$ cat src/rtl/sha256_pkg.sv
// Shared SHA-256 constants, FSM encoding and the rotate helper used by the
// message-schedule datapath.
package sha256_pkg;

    localparam int SHA_WORD_W      = 32;
    localparam int SHA_ROUNDS      = 64;
    localparam int SHA_BLOCK_WORDS = 16;

    localparam int SIG0_ROT_A = 7;
    localparam int SIG0_ROT_B = 18;
    localparam int SIG0_SHR_C = 3;
    localparam int SIG1_ROT_A = 17;
    localparam int SIG1_ROT_B = 19;
    localparam int SIG1_SHR_C = 10;

    typedef logic [SHA_WORD_W-1:0] sha_word_t;

    typedef enum logic {
        ST_LOAD   = 1'b0,
        ST_EXPAND = 1'b1
    } sched_state_e;

    // Rotating right is the low half of the doubled word shifted right.
    function automatic sha_word_t right_cyclic_shift(input sha_word_t x, input int unsigned amt);
        logic [2*SHA_WORD_W-1:0] dbl;
        dbl = {x, x} >> amt;
        return dbl[SHA_WORD_W-1:0];
    endfunction

endpackage

$ cat src/rtl/func_small_sigma.sv
// Small sigma function of SHA-256: two right rotations XORed with a logical
// right shift. Instanced as s0 (7,18,3) and s1 (17,19,10).
module func_small_sigma
    import sha256_pkg::*;
#(
    parameter int ROT_A = SIG0_ROT_A,
    parameter int ROT_B = SIG0_ROT_B,
    parameter int SHR_C = SIG0_SHR_C
) (
    input  logic [SHA_WORD_W-1:0] x,
    output logic [SHA_WORD_W-1:0] y
);

    logic [SHA_WORD_W-1:0] rot_a;
    logic [SHA_WORD_W-1:0] rot_b;
    logic [SHA_WORD_W-1:0] shr_c;

    assign rot_a = right_cyclic_shift(x, ROT_A);
    assign rot_b = right_cyclic_shift(x, ROT_B);
    assign shr_c = x >> SHR_C;
    assign y     = rot_a ^ rot_b ^ shr_c;

endmodule

$ cat src/rtl/sha256_msg_schedule.sv
// SHA-256 message schedule: loads sixteen block words, then streams W[0..63],
// expanding words t>=16 in place in a 16-entry circular buffer.
module sha256_msg_schedule
    import sha256_pkg::*;
#(
    parameter int WORD_W     = SHA_WORD_W,
    parameter int NUM_ROUNDS = SHA_ROUNDS
) (
    input  logic              clk,
    input  logic              rst,
    input  logic              in_valid,
    output logic              in_ready,
    input  logic [WORD_W-1:0] in_word,
    output logic              out_valid,
    input  logic              out_ready,
    output logic [WORD_W-1:0] out_word,
    output logic [5:0]        out_index,
    output logic              out_last
);

    localparam logic [5:0] LAST_T = 6'(NUM_ROUNDS - 1);
    localparam logic [3:0] LAST_CNT = 4'(SHA_BLOCK_WORDS - 1);

    sched_state_e state_q, state_d;
    logic [3:0]   cnt_q, cnt_d;
    logic [5:0]   t_q, t_d;
    logic         in_ready_q, in_ready_d;
    logic         out_valid_q, out_valid_d;

    logic [WORD_W-1:0] wbuf_q [SHA_BLOCK_WORDS];
    logic              wbuf_we;
    logic [3:0]        wbuf_waddr;
    logic [WORD_W-1:0] wbuf_wdata;

    logic              in_fire;
    logic              out_fire;
    logic              t_expanding;
    logic [WORD_W-1:0] w_tm2;
    logic [WORD_W-1:0] w_tm7;
    logic [WORD_W-1:0] w_tm15;
    logic [WORD_W-1:0] w_tm16;
    logic [WORD_W-1:0] s0_out;
    logic [WORD_W-1:0] s1_out;
    logic [WORD_W-1:0] w_expanded;
    logic [WORD_W-1:0] w_t;

    assign in_fire     = in_valid && in_ready_q;
    assign out_fire    = out_valid_q && out_ready;
    assign t_expanding = (t_q[5:4] != 2'b00);

    // The 4-bit read indices wrap mod 16, which is exactly the circular-buffer offset.
    assign w_tm2  = wbuf_q[t_q[3:0] - 4'd2];
    assign w_tm7  = wbuf_q[t_q[3:0] - 4'd7];
    assign w_tm15 = wbuf_q[t_q[3:0] + 4'd1];
    assign w_tm16 = wbuf_q[t_q[3:0]];

    func_small_sigma #(
        .ROT_A (SIG0_ROT_A),
        .ROT_B (SIG0_ROT_B),
        .SHR_C (SIG0_SHR_C)
    ) u_s0 (
        .x (w_tm15),
        .y (s0_out)
    );

    func_small_sigma #(
        .ROT_A (SIG1_ROT_A),
        .ROT_B (SIG1_ROT_B),
        .SHR_C (SIG1_SHR_C)
    ) u_s1 (
        .x (w_tm2),
        .y (s1_out)
    );

    assign w_expanded = s1_out + w_tm7 + s0_out + w_tm16;
    assign w_t        = t_expanding ? w_expanded : w_tm16;

    assign in_ready  = in_ready_q;
    assign out_valid = out_valid_q;
    assign out_word  = w_t;
    assign out_index = t_q;
    assign out_last  = out_valid_q && (t_q == LAST_T);

    // NOTE: state flops use non-blocking assignments so every flop samples the pre-edge values.
    always_ff @(posedge clk) begin
        if (rst) begin
            state_q     <= ST_LOAD;
            cnt_q       <= '0;
            t_q         <= '0;
            in_ready_q  <= 1'b0;
            out_valid_q <= 1'b0;
        end else begin
            state_q     <= state_d;
            cnt_q       <= cnt_d;
            t_q         <= t_d;
            in_ready_q  <= in_ready_d;
            out_valid_q <= out_valid_d;
        end
    end

    // NOTE: the word buffer has no reset; its contents are always written before being read.
    always_ff @(posedge clk) begin
        if (wbuf_we) begin
            wbuf_q[wbuf_waddr] <= wbuf_wdata;
        end
    end

    // NOTE: every variable gets a default first so no path can infer a latch.
    always_comb begin
        state_d = state_q;
        unique case (state_q)
            ST_LOAD: begin
                if (in_fire && (cnt_q == LAST_CNT)) begin
                    state_d = ST_EXPAND;
                end
            end
            ST_EXPAND: begin
                if (out_fire && (t_q == LAST_T)) begin
                    state_d = ST_LOAD;
                end
            end
            default: state_d = ST_LOAD;
        endcase
    end

    always_comb begin
        cnt_d       = cnt_q;
        t_d         = t_q;
        in_ready_d  = in_ready_q;
        out_valid_d = out_valid_q;
        wbuf_we     = 1'b0;
        wbuf_waddr  = cnt_q;
        wbuf_wdata  = in_word;
        unique case (state_q)
            ST_LOAD: begin
                in_ready_d  = 1'b1;
                out_valid_d = 1'b0;
                if (in_fire) begin
                    wbuf_we = 1'b1;
                    cnt_d   = cnt_q + 4'd1;
                    if (cnt_q == LAST_CNT) begin
                        t_d         = '0;
                        in_ready_d  = 1'b0;
                        out_valid_d = 1'b1;
                    end
                end
            end
            ST_EXPAND: begin
                in_ready_d = 1'b0;
                if (out_fire) begin
                    wbuf_we    = t_expanding;
                    wbuf_waddr = t_q[3:0];
                    wbuf_wdata = w_expanded;
                    t_d        = t_q + 6'd1;
                    if (t_q == LAST_T) begin
                        cnt_d       = '0;
                        in_ready_d  = 1'b1;
                        out_valid_d = 1'b0;
                    end
                end
            end
            default: begin
                in_ready_d  = 1'b0;
                out_valid_d = 1'b0;
            end
        endcase
    end

endmodule

$ cat config.mk
export PLATFORM = sky130hd
export DESIGN_NAME = sha256_msg_schedule
export DESIGN_NICKNAME = d
export VERILOG_FILES = /design/src/rtl/sha256_pkg.sv /design/src/rtl/func_small_sigma.sv /design/src/rtl/sha256_msg_schedule.sv
export SDC_FILE = /design/constraint.sdc
export NUM_CORES = 1
export LEC_CHECK = 0
export CORE_MARGIN = 3
export CORE_UTILIZATION = 55
export DETAILED_ROUTE_END_ITERATION = 10
export HOLD_SLACK_MARGIN = 0.12
export PLACE_DENSITY = 0.78
export SLEW_MARGIN = 20
export SYNTH_ARGS = -nofsm -noshare
export SYNTH_HDL_FRONTEND = slang
export SYNTH_HIERARCHICAL = 1
export SYNTH_SLANG_ARGS = --single-unit
$ cat constraint.sdc
create_clock -name clk -period 14.6 [get_ports clk]
set_input_delay 1.46 -clock clk [delete_from_list [all_inputs] [get_ports clk]]
set_output_delay 1.46 -clock clk [all_outputs]
set_load 0.05 [all_outputs]
-- Word level (Yosys, flattened, before mapping)
Memory sizes are Yosys's and may differ from the RTL's. A register that Yosys moved wholly into a read port is not among the register bits.
Cells that the tools add are included.
W data, S select, Z words.
- $add $sub $neg: 8
- equal/unequal tests: 6
- mux-type cells: 33
- bitwise gates (word level): 5
- reductions and logical operators: 9
- operator list (kind ; number):
    $add A32 B32 Y32 ; 3
    $mux W32 ; 3
    $xor A32 B32 Y32 ; 2
    $xor A32 B22 Y32 ; 1
    $xor A32 B29 Y32 ; 1
    $mux W4 ; 7
    $mux W6 ; 3
    $mux W1 ; 14
    $pmux W6 S2 ; 1
    $add A4 B1 Y4 const B ; 2
    $pmux W1 S2 ; 4
    $pmux W4 S2 ; 1
    $add A6 B1 Y6 const B ; 1
    $eq A6 B6 Y1 const B ; 1
    $reduce_and A3 Y1 ; 2
    $logic_and A1 B1 Y1 ; 5
    $eq A4 B4 Y1 const B ; 1
    $ne A2 B1 Y1 const B ; 2
    $ne A2 B2 Y1 const B ; 2
    $sub A4 B2 Y4 const B ; 1
    $sub A4 B3 Y4 const B ; 1
    $reduce_and A2 Y1 ; 1
    $reduce_bool A2 Y1 ; 1
    $not A1 Y1 ; 1
- register bits: 13
- RAM bits: 512
- input bits: 36
- output and inout port bits: 41
- logic and storage cells: 67
- memories: 1
- memories (memory ; words ; width ; rd ports ; clocked after memory_dff ; wr ports ; line ; RTL):
    wbuf_q ; 16 ; 32 ; 4 ; 1 ; 1 ; sha256_msg_schedule.sv:30 ; logic [WORD_W-1:0] wbuf_q [SHA_BLOCK_WORDS];

-- Depth between registers and ports, before layout
Gate-level depths: netlist of run 1.
An unclocked memory read counts as a cell.
- word-level depth: 9
- mapped depth: 24
- gate-level depth less buffers: 21

-- Cells and area by module
Netlist of run 1, hierarchy kept.
- by module, submodules not included (module ; times used ; cells an instance ; area each (um^2) ; sequential area each (um^2)):
    sha256_msg_schedule ; 1 ; 1844 ; 32306.0 ; 15715.1
    func_small_sigma (u_s0) ; 1 ; 32 ; 730.7 ; 0.0
    func_small_sigma (u_s1) ; 1 ; 32 ; 610.6 ; 0.0

-- Least setup slack after synthesis of run 1
No wires, ideal clock.
- kind: register -> output
- start: register t_q[1], in the netlist out_index[1]
- end: output out_word[30]
- arrival time: 6.842 ns
- data required time: 13.140 ns
- slack: 6.298 ns
- cell stages (with the launch flop): 23
- path buffers: 4
- cell sequence: dfxtp_1 -> clkbuf_1 -> clkbuf_1 -> buf_1 -> inv_1 -> ha_1 -> xor2_1 -> buf_2 -> mux4_2 -> xor3_1 -> inv_1 -> fa_1 -> inv_1 -> ha_1 -> a211oi_1 -> or3_4 -> a31oi_4 -> a41oi_2 -> o31ai_1 -> a211o_2 -> a41oi_2 -> xor2_1 -> o21ai_1
- elaborated cells on any way between the ends: 12
- classes of those cells: 6 x add/sub; 1 x mux; 4 x bitwise; 1 x memory
- RTL lines (element ; line ; RTL):
    start, declared ; sha256_msg_schedule.sv:26 ; logic [5:0] t_q, t_d;
    start signal, assigned ; sha256_msg_schedule.sv:95 ; t_q <= t_d;
    $sub A4 B2 Y4 ; sha256_msg_schedule.sv:52 ; assign w_tm2 = wbuf_q[t_q[3:0] - 4'd2];
    $mem_v2 Z16 W32 ; n/a ;
    net w_tm2[12] ; sha256_msg_schedule.sv:38 ; logic [WORD_W-1:0] w_tm2;
    $xor A32 B22 Y32 ; func_small_sigma.sv:21 ; assign y = rot_a ^ rot_b ^ shr_c;
    net s1_out[2] ; sha256_msg_schedule.sv:43 ; logic [WORD_W-1:0] s1_out;
    $add A32 B32 Y32 (3 in series) ; sha256_msg_schedule.sv:75 ; assign w_expanded = s1_out + w_tm7 + s0_out + w_tm16;
    $mux W32 ; sha256_msg_schedule.sv:76 ; assign w_t = t_expanding ? w_expanded : w_tm16;
    end, declared ; sha256_msg_schedule.sv:16 ; output logic [WORD_W-1:0] out_word,
The timed path passes the listed nets, and every way through them passes these cells.

-- Final worst setup path of run 1
- start: register t_q[0], in the netlist out_index[0]
- end: output out_word[30]
- elaborated cells on any way between the ends: 12
- classes of those cells: 6 x add/sub; 1 x mux; 4 x bitwise; 1 x memory
- RTL lines (element ; line ; RTL):
    $add A4 B1 Y4 ; sha256_msg_schedule.sv:54 ; assign w_tm15 = wbuf_q[t_q[3:0] + 4'd1];
    $mem_v2 Z16 W32 ; n/a ;
    net w_tm15[10] ; sha256_msg_schedule.sv:40 ; logic [WORD_W-1:0] w_tm15;
    $xor A32 B32 Y32 ; func_small_sigma.sv:21 ;
    $xor A32 B29 Y32 ; func_small_sigma.sv:21 ;
    net s0_out[3] ; sha256_msg_schedule.sv:42 ; logic [WORD_W-1:0] s0_out;
    $add A32 B32 Y32 (2 in series) ; sha256_msg_schedule.sv:75 ;
    $mux W32 ; sha256_msg_schedule.sv:76 ;
The timed path passes the listed nets, and every way through them passes these cells.

==> results of run 1 <==
cell type report:
class	instances	area, sq um	share of cell area
clock buffer	62	1420	0.0383
multi-input combinational	1060	16900	0.454
tap	782	978	0.0263
sequential	529	15700	0.423
inverter	189	709	0.0191
timing repair buffer	122	1140	0.0307
clock inverter	36	317	0.00851
per-stage QoR:
step / hold slack, ns / total power, mW / setup slack (ns) / cell area [sq um] / instances
after detailed placement: 0.586 / 2.00 / 4.98 / 35400 / 2681
after global placement: 0.574 / 1.99 / 5.03 / 35400 / 2681
after global routing: 0.643 / 3.45 / 3.84 / 37200 / 2780
after CTS: 0.595 / 3.36 / 4.31 / 37200 / 2779
final: 0.601 / 3.35 / 4.32 / 37200 / 2780
after floorplan: 0.546 / 1.90 / 6.30 / 33600 / 1908
power groups by stage:
stage / Combinational (mW) / Clock (mW) / Sequential (mW)
after global routing: 0.323 / 1.45 / 1.68
final: 0.299 / 1.38 / 1.68
after detailed placement: 0.293 / 0 / 1.71
after floorplan: 0.192 / 0 / 1.71
after CTS: 0.295 / 1.39 / 1.68
after global placement: 0.287 / 0 / 1.71
layer usage:
layer,vias to the layer above,global-route usage,routed length (um)
li1,7980,-,-
met1,10700,0.426,33300
met2,1842,0.497,47400
met3,286,0.0918,14000
met4,0,0.120,4530
met5,-,0,0
registers in the layout (all words and copies together) (netlist names), named ones only:
register / count
state_q: 1
cnt_q: 4
out_index: 6
out_valid: 1
wbuf_q: 512
in_ready: 1
synth_stat cells (3+ instances only):
cell type / number / area (sq um)
a211oi_1: 3 / 22.5
a21o_1: 9 / 67.6
a21oi_1: 34 / 170
a31oi_1: 7 / 43.8
and3_1: 8 / 50.1
buf_1: 19 / 71.3
buf_2: 37 / 185
clkbuf_1: 72 / 270
dfxtp_1: 17 / 340
edfxtp_1: 512 / 15400
fa_1: 62 / 1240
ha_1: 35 / 438
inv_1: 186 / 698
inv_2: 3 / 11.3
mux4_2: 512 / 11500
nand2_1: 92 / 345
nand2b_1: 3 / 18.8
nand3_1: 9 / 45.0
nand4_1: 4 / 25.0
nor2_1: 49 / 184
nor2b_1: 5 / 31.3
nor3_1: 13 / 65.1
o21a_1: 3 / 22.5
o21ai_0: 11 / 55.1
o21ai_1: 60 / 300
o21bai_1: 4 / 30.0
or2_1: 4 / 25.0
or2_2: 3 / 18.8
xnor2_1: 21 / 184
xor2_1: 30 / 263
xor3_1: 47 / 1120
xor3_4: 4 / 110
kinds of logic (layout without fill, tap and decap cells):
group | Yosys count | after routing
xor+xnor | 102 | 102
flops | 529 | 529
simple gates | 196 | 196
buf+inv | 319 | 409
fa+ha+maj | 97 | 97
compound gates | 152 | 152
mux | 513 | 513
worst max path at each step:
stage | to | slack [ns] | depth (start not counted)
2_1_floorplan | out_word[30] | 6.30 | 22
3_3_place_gp | out_word[30] | 5.03 | 20
3_5_place_dp | out_word[30] | 4.98 | 20
4_1_cts | out_word[30] | 4.31 | 20
5_1_grt | out_word[30] | 3.84 | 20
6_report | out_word[30] | 4.32 | 20
worst register-to-register path: stages, from the launching register on:
cell and delay (ns):
dfxtp_4 0.68, buf_12 0.68, buf_4 0.86, mux4_2 0.62, mux4_2 0.56, xor3_1 0.43
inv_1 0.08, fa_1 0.49, fa_1 0.48, inv_1 0.04, ha_1 0.33, o21ai_1 0.11
or3_4 0.41, a31oi_4 0.25, a41oi_2 0.19, o31ai_1 0.32, a211o_2 0.28, a41oi_2 0.14
xor2_1 0.18, o21ai_1 0.80
==> summary.md, run 1 <==
| Metric | Value |
|---|---|
| Die area | 0.0642 sq mm |
| EDFF count, synth | 512 |
| RSZ-0062 raised after global routing | no |
| Vias in the first global route | 20.9k |
| DRC viols | 0 |
| Crit Reg-Reg Endpoint | wbuf_q[9][30]$_DFFE_PP_ |
| Largest family of logic cells by synthesized area | multiplexers |
| Syn. warnings | 6 |
| Final GP Congestion | 1.02 |
| # fillers | 4,147 |
| Core area | 0.0605 sq mm |
| WL/cell | around 36 um |
| TritonCTS Sinks | around 530 |
| Synth Area in Compound Gates | 0.0274 |
| Resize count post-CTS | 0 |
| Drt total wl | 99.2 mm |
| CP Launch Type | register |
| CP max-delay cell | clkdlybuf4s50_1 |
| Leak pwr | between 10 and 15 nW |
| Final Skew | 0.0231 ns |
| HPWL after detailed placement | between 60 and 70 mm |
| Drt first pass iters | 5 |
| Worst path cell trace | buf_12, buf_4, mux4_2, mux4_2, xor3_1, inv_1, fa_1, fa_1, inv_1, ha_1, o21ai_1, or3_4, a31oi_4, a41oi_2, o31ai_1, a211o_2, a41oi_2, xor2_1, o21ai_1, clkdlybuf4s50_1 |
| Crit path launch | out_index[0]$_SDFFE_PP0P_ |
| Kind of critical path | register to output pin |
| Setup bufs post-CTS | 0 |
| # IOs | 77 |
| Num CTS Buffers | between 50 and 60 |
| Antenna violations before repair | 1 |
| Final setup TNS | 0 ns |
| Root buffer cell | clkbuf_16 |
| FF-to-FF path depth | 19 |
| Antenna cell count | 0 |
| CTS Hold Bufs | 0 |
| Maximum vdd drop | 0.110 mV |
| Setup violators final | 0 |
| Max Cap Viol | 0 |
| Hold depth | 2 |
| Syn nets | 2,041 |
| Final Cycle Share | 0.704 |
| First-pass GRT wire length | between 100 and 150 mm |
| Worst setup EP type | output pin |
| Post-synthesis mux area share | 0.343 |
| Largest delay share family, worst path | buffers and inverters |
| Clock Power Share | 0.411 |
| Minimum clock period after layout | roughly 10 ns |
| Switch share | 0.239 |
| Sequential power share | 0.500 |
| Outcome | finished, final reports clean |
| Largest fanout on the critical path | 112 |
| Number of I/O port buffers | 76 |
| Post-synthesis register bit count | between 500 and 600 |
| R2r startpoint | out_index[0]$_SDFFE_PP0P_ |
| Post-Synth XOR/XNOR Area | 0.0498 |
| Global Route Usage Sum | 0.316 |
| Nets | 2,090 |
| Req. time, crit path | 13.14 ns |
| Total power divided by cell area | 90.2 mW/mm^2 |
| Psw | 0.801 mW |
| Sequential element share of the synthesized area | 0.467 |
| Share of layout cells above drive strength 1 | 0.345 |
| Post-Syn Area | 0.0336 sq mm |
| Max Slew Vio Count | 0 |
| Most frequent cells in the layout | 512 x mux4_2, 512 x edfxtp_1, 186 x inv_1 |
| DIE WIDTH | 253 um |
| Syn Inst Count | between 1.5k and 2k |
| Die height | 253 um |
| Vias/cell | between 7 and 8 |
| Worst hold path type | register to register |
| Synth cell types | about 60 |
| Clk slew on worst S/H paths | about 0.060 ns |
| GRT Residual Overflow | 0 |
| ANT nets after route | 0 |
| Async S/R FF share, synth | 0 |
| Initial DRC count | 2,945 |
| Area Overhead vs Synth | 10.5% |
| Row Count | 90 |
| Hold path start | cnt_q[0]$_SDFFE_PP0P_ |
| Reg2reg setup slack | roughly 6.3 ns |
| Post-synthesis simple-gate area fraction | 0.0256 |
| WP data arrival | 8.82 ns |
| Slew HR | 0.287 |
| Post-Synth Adder-Cell Area | 0.0499 |
| TritonCTS clock tree | built |
| Synthesized area per cell | 17.6 sq um |
| Final Util | 0.615 |
| CP bufs+invs | 5 |
| Initial Util | 0.556 |
| Pin count of the biggest net entering global routing | approximately 110 |
| H-tree Lvls | 2 |
| WHS Endpoint | cnt_q[0]$_SDFFE_PP0P_ |
| DR vias | about 21k |
| Worst-margin pin slew | 1.06 ns |
| Final hold vios | 0 |
| Pint | 2.55 mW |
| Top_reg_cell synth | edfxtp_1 |
| Latest clock arrival within the worst-skew pair | ~0.62 ns |
| Largest stage delay, worst path | 0.85 ns |
| Gate power share | 0.089 |
| Fmax | 97.3 MHz |
| CTS Buffer Depth | 3 |
(Power assumes the default switching activity.)
==> inputs of run 2 (changes only) <==
Clock period 14.6 ns to 9.65 ns, I/O delays scaled along.
==> run 2 against run 1 <==
Routed wire length fell by 0.18%. Final area grew 0.56%. Non-clock buffer count increased by 6. Hold slack better by 0.0083 ns. First-iteration DRC count rose by 4.5%. Core utilization increased by 0.34 points. Critical path depth increased by 2. Sequential share of layout area down 0.24 points. Clock-buffer cell count increased by 2. Clock skew hardly changed. Critical path type unchanged. Largest cell class unchanged.
==> summary.md, run 2 (synthesis results as in run 1) <==
| Metric | Value |
|---|---|
| HPWL after detailed placement | 61.9 mm (was 60.8 mm) |
| GRT Residual Overflow | 0 (unchanged) |
| Final GP Congestion | 0.999 (was 1.02) |
| Pint | 3.98 mW (was 2.55 mW) |
| Latest clock arrival within the worst-skew pair | 0.62 ns (about the same) |
| Num CTS Buffers | 56 (was 55) |
| GRT Max-Usage Layer | met2 (unchanged) |
| Sequential power share | 0.491 (was 0.500) |
| Final Skew | 0.0226 ns (was 0.0231 ns) |
| Hold path start | out_index[5]$_SDFFE_PP0P_ (was cnt_q[0]$_SDFFE_PP0P_) |
| Maximum vdd drop | 0.149 mV (was 0.110 mV) |
| Largest Register | wbuf_q (unchanged) |
| CTS Buffer Depth | 3 (unchanged) |
| Row Count | 90 (unchanged) |
| Total power divided by cell area | 138 mW/mm^2 (was 90.2 mW/mm^2) |
| RSZ-0062 raised after global routing | no (unchanged) |
| Max Cap Viol | 0 (unchanged) |
| Psw | 1.19 mW (was 0.801 mW) |
| CTS Hold Bufs | 0 (unchanged) |
| Vias/cell | 7.56 (was 7.48) |
| Met3 Resource Use GR | 0.0821 (was 0.0918) |
| Worst-margin pin slew | 1.10 ns (was 1.06 ns) |
| Pin count of the biggest net entering global routing | 113 (unchanged) |
| Clock Power Share | 0.422 (was 0.411) |
| Sequential cell area | 0.0157 sq mm (unchanged) |
| # IOs | 77 (unchanged) |
| Area Overhead vs Synth | 11.1% (was 10.5%) |
| Switch share | 0.231 (was 0.239) |
| Root buffer cell | clkbuf_16 (unchanged) |
| Final setup TNS | 0 ns (unchanged) |
| Reg2reg setup slack | 1.83 ns (was 6.33 ns) |
| Antenna violations before repair | 0 (was 1) |
| Die area | 0.0642 sq mm (unchanged) |
| WP data arrival | 8.13 ns (was 8.82 ns) |
| Nets | 2,097 (was 2,090) |
| Largest fanout on the critical path | 34 (was 112) |
| DR vias | 21.1k (was 20.8k) |
| Share of layout cells above drive strength 1 | 0.350 (was 0.345) |
| Die height | 253 um (unchanged) |
| WL/cell | 35.5 um (was 35.7 um) |
| R2r startpoint | out_index[0]$_SDFFE_PP0P_ (unchanged) |
| Gate power share | 0.087 (was 0.089) |
| Initial DRC count | 3,078 (was 2,945) |
| CP Launch Type | register (unchanged) |
| Global Route Usage Sum | 0.317 (was 0.316) |
| Minimum clock period after layout | 9.10 ns |
| Crit Reg-Reg Endpoint | wbuf_q[11][31]$_DFFE_PP_ (was wbuf_q[9][30]$_DFFE_PP_) |
| H-tree Lvls | 2 (unchanged) |
| Met1 usage | 0.435 (was 0.426) |
| TritonCTS clock tree | built (unchanged) |
| Setup violators final | 0 (unchanged) |
| Kind of critical path | register to output pin (unchanged) |
| Largest stage delay, worst path | 0.84 ns (was 0.85 ns) |
| Worst setup EP type | output pin (unchanged) |
| Number of I/O port buffers | 76 (unchanged) |
| Final Cycle Share | 0.943 |
| Clk slew on worst S/H paths | 0.06 ns (about the same) |
| Outcome | finished, final reports clean (unchanged) |
| Met2 Use GR | 0.483 (was 0.497) |
| ANT nets after route | 0 (unchanged) |
| Antenna cell count | 0 (unchanged) |
| FF-to-FF path depth | 19 (unchanged) |
| DRC viols | 0 (unchanged) |
| CP max-delay cell | clkdlybuf4s50_1 (unchanged) |
| Worst path cell trace | ha_4, buf_4, mux4_2, mux4_2, xor3_1, inv_1, fa_1, fa_1, inv_1, ha_1, inv_1, fa_1, nand2b_1, a21oi_1, o21ai_1, a21oi_1, o21a_1, o22ai_1, o21ai_1, xnor2_1, o21ai_1, clkdlybuf4s50_1 (was buf_12, buf_4, mux4_2, mux4_2, xor3_1, inv_1, fa_1, fa_1, inv_1, ha_1, o21ai_1, or3_4, a31oi_4, a41oi_2, o31ai_1, a211o_2, a41oi_2, xor2_1, o21ai_1, clkdlybuf4s50_1) |
| # fillers | 4,060 (was 4,147) |
| WHS Endpoint | out_index[5]$_SDFFE_PP0P_ (was cnt_q[0]$_SDFFE_PP0P_) |
| Largest register FFs | 512 (unchanged) |
| DIE WIDTH | 253 um (unchanged) |
| Req. time, crit path | 8.69 ns (was 13.14 ns) |
| Initial Util | 0.556 (unchanged) |
| Setup bufs post-CTS | 0 (unchanged) |
| Slew HR | 0.261 (was 0.287) |
| First-pass GRT wire length | 145 mm (about the same) |
| Fmax | 110 MHz |
| Core area | 0.0605 sq mm (unchanged) |
| Worst hold path type | register to register (unchanged) |
| Max Slew Vio Count | 0 (unchanged) |
| Leak pwr | 12.4 nW (was 12.3 nW) |
| Drt first pass iters | 5 (unchanged) |
| Most frequent cells in the layout | 512 x mux4_2, 512 x edfxtp_1, 186 x inv_1 (unchanged) |
| Vias in the first global route | 21.1k (was 20.9k) |
| Drt total wl | 99.0 mm (was 99.2 mm) |
| TritonCTS Sinks | 529 (unchanged) |
| Final hold vios | 0 (unchanged) |
| Area of the multi-input gates | 0.0169 sq mm (about the same) |
| Resize count post-CTS | 0 (unchanged) |
| Final Util | 0.618 (was 0.615) |
| Hold depth | 2 (unchanged) |
==> run 2: cell types whose count changed in the layout (fill, tap and decap cells not counted), sizes merged, moves of 2 or more <==
cell           delta
clkinv            -4
clkbuf            +2
bufinv            +4
inv               -2
clkdlybuf4s50     -6
buf              +12
==> run 2: power groups by stage <==
stage / registers, mW / clock network, mW / logic, mW
floorplan: 2.58 / 0 / 0.291
global placement: 2.58 / 0 / 0.429
detailed placement: 2.58 / 0 / 0.438
CTS: 2.54 / 2.20 / 0.443
global route: 2.54 / 2.30 / 0.483
finish: 2.54 / 2.18 / 0.452
==> run 2: worst max-delay path by stage <==
stage	from	endpoint	slack (ns)	cells after the start
2_1_floorplan	out_index[1]$_SDFFE_PP0P_	out_word[30]	1.84	22
3_3_place_gp	out_index[1]$_SDFFE_PP0P_	out_word[28]	1.38	21
3_5_place_dp	out_index[1]$_SDFFE_PP0P_	out_word[28]	1.26	20
4_1_cts	out_index[1]$_SDFFE_PP0P_	out_word[28]	0.58	20
5_1_grt	out_index[1]$_SDFFE_PP0P_	out_word[17]	0.20	22
6_report	out_index[1]$_SDFFE_PP0P_	out_word[17]	0.55	22
==> run 2: worst max-delay path: cells and delay by family, from the launching register on <==
family                     cells  cell delay [ns]
AOI/OAI and AO/OA              7             1.30
xor gates and xnor gates       2             0.57
adders and majority gates      5             2.28
buffers and inverters          5             1.47
DFF                            1             0.67
muxes                          2             1.00
and+or+nand+nor                1             0.18
==> run 2: layout make-up <==
| type | count | area share |
|---|---|---|
| multi-input combinational | 1060 | 0.451 |
| sequential | 529 | 0.421 |
| clock buffer | 64 | 0.0388 |
| timing repair buffer | 128 | 0.0334 |
| tap | 782 | 0.0262 |
| inverter | 189 | 0.0190 |
| clock inverter | 35 | 0.0105 |
==> run 2: metal layers <==
metal,part of all wire,vias to the layer above
li1,-,7997
met1,0.35,10900
met2,0.47,1840
met3,0.13,309
met4,0.055,0
met5,0,-
==> run 2: metrics by stage <==
step,hold slack (ns),worst slack [ns],instances,power (mW),cell area (sq um)
floorplan,0.546,1.84,1908,2.87,33600
CTS,0.598,0.582,2787,5.18,37400
global placement,0.575,1.38,2688,3.01,35500
finish,0.610,0.555,2787,5.17,37400
global route,0.656,0.196,2787,5.32,37400
detailed placement,0.599,1.26,2688,3.02,35500
